<file path="config.mk">
export PLATFORM = sky130hd
export DESIGN_NAME = result_shift_out
export DESIGN_NICKNAME = d
export VERILOG_FILES = /design/src/rtl/result_shift_out.sv
export SDC_FILE = /design/constraint.sdc
export NUM_CORES = 1
export LEC_CHECK = 0
export ABC_CLOCK_PERIOD_IN_PS = 2400
export CORE_UTILIZATION = 52
export DETAILED_ROUTE_END_ITERATION = 12
export GPL_ROUTABILITY_DRIVEN = 0
export PLACE_DENSITY = 0.76
export SLEW_MARGIN = 20
export SYNTH_ARGS = -nofsm -noshare
export SYNTH_HDL_FRONTEND = slang
export SYNTH_SLANG_ARGS = --single-unit
</file>
<file path="constraint.sdc">
create_clock -name clk -period 2.4 [get_ports clk]
set_input_delay 0.72 -clock clk [delete_from_list [all_inputs] [get_ports clk]]
set_output_delay 0.72 -clock clk [all_outputs]
set_load 0.02 [all_outputs]
</file>
<file path="src/rtl/result_shift_out.sv">
// Serial readout of the compressor result columns: capture dst after a settle delay,
// then stream it LSB-first over a valid/ready bit stream, closing with an even-parity beat.
module result_shift_out #(
   parameter int WIDTH  = 38,
   parameter int SETTLE = 0
) (
   input  logic             clk,
   input  logic             rst,
   input  logic             start,
   input  logic [WIDTH-1:0] dst,
   output logic             sout,
   output logic             sout_valid,
   output logic             sout_last,
   input  logic             sout_ready,
   output logic             busy,
   output logic             done
);

   localparam int              IW          = $clog2(WIDTH + 1);
   localparam logic [IW-1:0]   LAST_DATA   = IW'(WIDTH - 1);
   localparam logic [7:0]      SETTLE_LOAD = (SETTLE > 0) ? 8'(SETTLE - 1) : 8'd0;
   localparam bit              NO_SETTLE   = (SETTLE == 0);

   typedef enum logic [1:0] {IDLE, WAIT, SHIFT, DONE} state_t;

   state_t           state_reg;
   logic [7:0]       cnt_reg;
   logic [IW-1:0]    idx_reg;
   logic [WIDTH-1:0] shreg_reg;
   logic             parity_reg;

   logic             capture;
   logic             accept;
   logic             parity_next;

   // The capture edge is either the start edge itself (no settle) or the last WAIT cycle.
   always_comb begin
      capture = 1'b0;
      if (state_reg == IDLE && start && NO_SETTLE) begin
         capture = 1'b1;
      end
      if (state_reg == WAIT && cnt_reg == 8'd0) begin
         capture = 1'b1;
      end
   end

   assign accept      = sout_valid && sout_ready;
   assign parity_next = parity_reg ^ shreg_reg[0];

   always_ff @(posedge clk) begin
      if (rst) begin
         state_reg  <= IDLE;
         cnt_reg    <= 8'd0;
         idx_reg    <= '0;
         shreg_reg  <= '0;
         parity_reg <= 1'b0;
         sout       <= 1'b0;
         sout_valid <= 1'b0;
         sout_last  <= 1'b0;
         busy       <= 1'b0;
         done       <= 1'b0;
      end else begin
         done <= 1'b0;
         if (capture) begin
            shreg_reg  <= dst;
            idx_reg    <= '0;
            parity_reg <= 1'b0;
            sout       <= dst[0];
            sout_valid <= 1'b1;
            sout_last  <= 1'b0;
            busy       <= 1'b1;
            state_reg  <= SHIFT;
         end else begin
            case (state_reg)
               IDLE: begin
                  if (start) begin
                     cnt_reg   <= SETTLE_LOAD;
                     busy      <= 1'b1;
                     state_reg <= WAIT;
                  end
               end
               WAIT: begin
                  cnt_reg <= cnt_reg - 8'd1;
               end
               SHIFT: begin
                  if (accept) begin
                     if (sout_last) begin
                        sout       <= 1'b0;
                        sout_valid <= 1'b0;
                        sout_last  <= 1'b0;
                        done       <= 1'b1;
                        state_reg  <= DONE;
                     end else begin
                        shreg_reg  <= shreg_reg >> 1;
                        parity_reg <= parity_next;
                        idx_reg    <= idx_reg + 1'b1;
                        // After the final data bit, the next beat carries the accumulated parity.
                        if (idx_reg == LAST_DATA) begin
                           sout      <= parity_next;
                           sout_last <= 1'b1;
                        end else begin
                           sout <= shreg_reg[1];
                        end
                     end
                  end
               end
               DONE: begin
                  busy      <= 1'b0;
                  state_reg <= IDLE;
               end
               default: begin
                  state_reg <= IDLE;
               end
            endcase
         end
      end
   end

endmodule

</file>
== Word-level counts from Yosys, hierarchy flattened ==
Index checks and enable logic that the tools add are counted.

* Bits in registers: 60
* Bits of input ports: 42
* Output and inout bits: 5
* Logic and storage cells: 80

* Add/sub/neg operators: 2
* Eq/ne operators: 11
* Multiplexer cells: 28
* Bitwise operators: 5
* Reduce and logical (&&, ||, !) cells: 23

{| class="wikitable"
|+ Operator list
! operator !! count
|-
| 2-to-1 mux 38 bit || 4
|-
| 2-to-1 mux 1 bit || 16
|-
| one-hot mux 8 bit (2 select lines) || 1
|-
| AND reduction 3 bit || 4
|-
| inequality test 3 bit (second input constant) || 3
|-
| logical NOT 8 bit || 1
|-
| 2-to-1 mux 2 bit || 4
|-
| 2-to-1 mux 8 bit || 1
|-
| AND reduction 4 bit || 2
|-
| nonzero test 2 bit || 4
|-
| subtractor 8 x 1 -> 8 bit (second input constant) || 1
|-
| adder 6 x 1 -> 6 bit (second input constant) || 1
|-
| equality test 6 bit (second input constant) || 1
|-
| inequality test 2 bit (second input constant) || 3
|-
| one-hot mux 2 bit (3 select lines) || 1
|-
| AND reduction 2 bit || 3
|-
| nonzero test 3 bit || 2
|-
| equality test 2 bit (second input constant) || 2
|-
| inverter 1 bit || 4
|-
| nonzero test 4 bit || 1
|-
| OR reduction 4 bit || 1
|-
| logical AND 1 bit || 3
|-
| equality test 2 x 1 -> 1 bit (second input constant) || 1
|-
| logical NOT 2 bit || 1
|-
| 4 further kinds || 4
|}

== Depth between registers and ports, before layout ==
* Depth after elaboration: 6
* Gate-level depth with buffers: 8
* Depth with buffers taken out: 6

== Worst setup path after synthesis ==
Ideal clock, no wire load.

* Kind: in2reg
* Start point: in sout_ready
* End point: reg shreg_reg[27]
* Library setup time: 137 ps
* Arrival time: 1654 ps
* Data required time: 2263 ps
* Setup slack: 609 ps
* Cell stages on the path: 6
* Buffers on the path: 3
* Cell sequence: and4b_1 -> clkbuf_1 -> buf_4 -> buf_4 -> mux2i_1 -> a211oi_1

* Longest elaborated chain between the ends: 3

{| class="wikitable"
|+ Ends and longest elaborated chain
! what !! RTL line !! source
|-
| start: declaration || 14 || <nowiki>input logic sout_ready,</nowiki>
|-
| logical AND 1 bit || 47 || <nowiki>assign accept = sout_valid && sout_ready;</nowiki>
|-
| nonzero test 2 bit (no source line) || - ||
|-
| AND reduction 3 bit (no source line) || - ||
|-
| end signal: assignment || 65 || <nowiki>shreg_reg <= dst;</nowiki>
|-
| end signal: assignment || 94 || <nowiki>shreg_reg <= shreg_reg >> 1;</nowiki>
|-
| end: declaration || 29 || <nowiki>logic [WIDTH-1:0] shreg_reg;</nowiki>
|}

No other way between the ends.
A chain may end at the register's enable or synchronous reset.

== Worst setup path after layout ==
* Start point: reg sout_last
* End point: out sout_last

{| class="wikitable"
|+ RTL lines
! what !! RTL line !! source
|-
| start: declaration || 13 || <nowiki>output logic sout_last,</nowiki>
|-
| start signal: assignment || 59 || <nowiki>sout_last <= 1'b0;</nowiki>
|-
| start signal: assignment || 70 || <nowiki>sout_last <= 1'b0;</nowiki>
|-
| start signal: assignment || 90 || <nowiki>sout_last <= 1'b0;</nowiki>
|}

No word-level cell between the ends.

==> metrics <==
YS warnings 0; placed cell count 393; initial core utilization 53.9%; HP Class reg2reg; root buf cell clkbuf_8; crit path to sout_last; GR Layer Usage met2 34.5%; switching power 1100 uW; met1 usage in global routing 28.3%; CP max stage cell clkdlybuf4s50_1; number of global-route vias before repair 2,054; core area 5110 um2; Final min period 2110 ps; clk_lat worst skew 330 ps; P_leak 0.00123 uW; PnR worst setup slack 291 ps; MaxCap Viol Count 0; post-synthesis cell count 291; CTS Buffer Depth 2; CP max stage delay 640 ps; CTS tree done; Final setup viols 0; largest net degree at the start of global routing 63; DRC 0; CP max FO 6; f_max 0.474 GHz; Power Density 960 nW/um2; Die Wd 74.8 um; library cells used by synthesis 38; grt met3 use 7.90%; GRT overflow 0; dpl ws 91.2 ps; antenna violations before repair 0; final antenna-violating net count 0; R2R Path Start cnt_reg[0]; Util after Layout 68.0%; Detailed Route Iter0 Violations 104; RSZ-0062 raised after global routing no; Slew @ Worst Pin 741 ps; crit path cell chain clkdlybuf4s50_1; worst hold slack 467 ps; PostCTS Resize Cnt 0; Top FF cell, synth dfxtp_1; Multi-input gate area 1440 um2; gr usage total 22.3%; I/O pin total 47; reg2reg path depth 6; most common cell after layout, fill and taps aside dfxtp_1; ys async rst share 0%; post-synthesis sequential area ratio 43.6%; Die H 74.8 um; CTS hold repair buffers 0; number of synthesized flops with an enable pin 0; crit end category output pin; share of cells above drive strength 1 8.88%; Yosys reg bits 60; WP buf/inv 1; final hold viol count 0; Slew Viols, Final 0; total CTS buffers 9; max FFs per register 38; post-DP HPWL 3690 um; site row count 26; total stage count of the critical path 1; Post-Syn Area 2760 um2; die area 5590 um2; setup tns final 0 ps; aggregate routed wire length 5570 um; Vias/cell 5.31; total clock sinks 60; I/O Buffers 46; routed len/inst 13.7 um; status finished clean; largest vdd supply drop 0.567 mV; Internal 2240 uW; Layout Nets 384; via count 2,165; crit path DAT 1390 ps; Ant. Diodes 0; CP delay by family, top buffers and inverters; Mean Syn Cell Area 9.47 um2; Area Growth Syn to Fin 26.1%; GRT Max-Usage Layer met2; crit start category flip-flop; FF/Latch Area 1200 um2; critical path class reg2out; Clock transition at path regs 60 ps; Cell Count, Final, Fillers Out 408; Clock power frac 25.2%; r2r setup slk 330 ps; post-CTS setup buffer count 0; H-tree levels 3; first-pass GRT wire length 9310 um; Worst slew margin 50.5%; most frequent cells in the layout 60 x dfxtp_1, 50 x nor2_1, 45 x clkdlybuf4s50_1; register share of total power 43.1%; Worst Skew 6.50 ps; Crit. Startpoint sout_last; fillers 432; syn_nets 341; Required @ worst endpoint 1680 ps; Gate power share 31.8%; Final period util 87.9%; Sw Ratio 32.9%; FF-to-FF End idx_reg[5]; Initial DRT Pass Iterations 4
## how the worst min path moves through the flow
stage / startpoint / depth (start not counted) / slack (ps) / to
6_report: busy / 2 / 470 / busy
5_1_grt: busy / 2 / 500 / busy
4_1_cts: busy / 2 / 470 / busy
3_5_place_dp: busy / 2 / 460 / busy
3_3_place_gp: busy / 2 / 460 / busy
2_1_floorplan: shreg_reg[37] / 2 / 460 / shreg_reg[37]
## per-stage QoR
step | cell area, um2 | total power, uW
after floorplan | 2760 | 2190
after global placement | 3290 | 2470
after detailed placement | 3290 | 2510
after CTS | 3470 | 3370
after global routing | 3470 | 3580
final | 3470 | 3340
## cells by family (layout without fill, tap and decap cells)
family / Yosys count / in the layout / share of synthesized area, %
AO/OA/AOI/OAI: 62 / 62 / 16.1
XOR/XNOR: 9 / 9 / 2.86
adder cells (fa/ha/maj): 8 / 8 / 3.63
buffers and inverters: 27 / 74 / 4.50
flip-flops: 60 / 60 / 43.6
multiplexers: 38 / 38 / 13.9
AND/OR/NAND/NOR: 87 / 87 / 15.4
## synthesized netlist by cell type (all sizes together), types with 2 or more instances
library cell,instances,area (um2)
a211oi,40,305
a21oi,9,45.0
a31oi,3,18.8
and4b,2,20.0
buf,12,67.6
clkbuf,9,33.8
dfxtp,60,1200
ha,8,100
inv,6,22.5
mux2,2,22.5
mux2i,36,360
nand2,13,48.8
nand2b,5,31.3
nand4,3,18.8
nor2,50,188
nor2b,2,12.5
o21ai,4,20.0
or3,2,17.5
or4,2,15.0
xnor2,3,26.3
xor2,6,52.6
## power groups by stage
stage          Clock [uW]  Combinational, uW  Sequential [uW]
6_report              839               1060             1440
5_1_grt               915               1190             1470
4_1_cts               873               1060             1440
3_5_place_dp            0               1060             1460
3_3_place_gp            0               1020             1450
2_1_floorplan           0                763             1430
## area by class of cell
type,instances,area share [%]
Clock buffer,14,5.26
Clock inverter,1,0.144
Inverter,6,0.648
Multi-Input combinational cell,204,41.5
Sequential cell,60,34.6
Tap cell,70,2.52
Timing Repair Buffer,53,15.3
## routing by layer
metal  share of wire (%)  up-vias  routed length (um)
met1                  48     1001                2680
li1                    -     1122                   -
met3                 3.9        6                 219
met5                   0        -                   0
met4                 1.5        0                  81
met2                  46       36                2590
No activity file was read; power rests on OpenSTA's default activity.
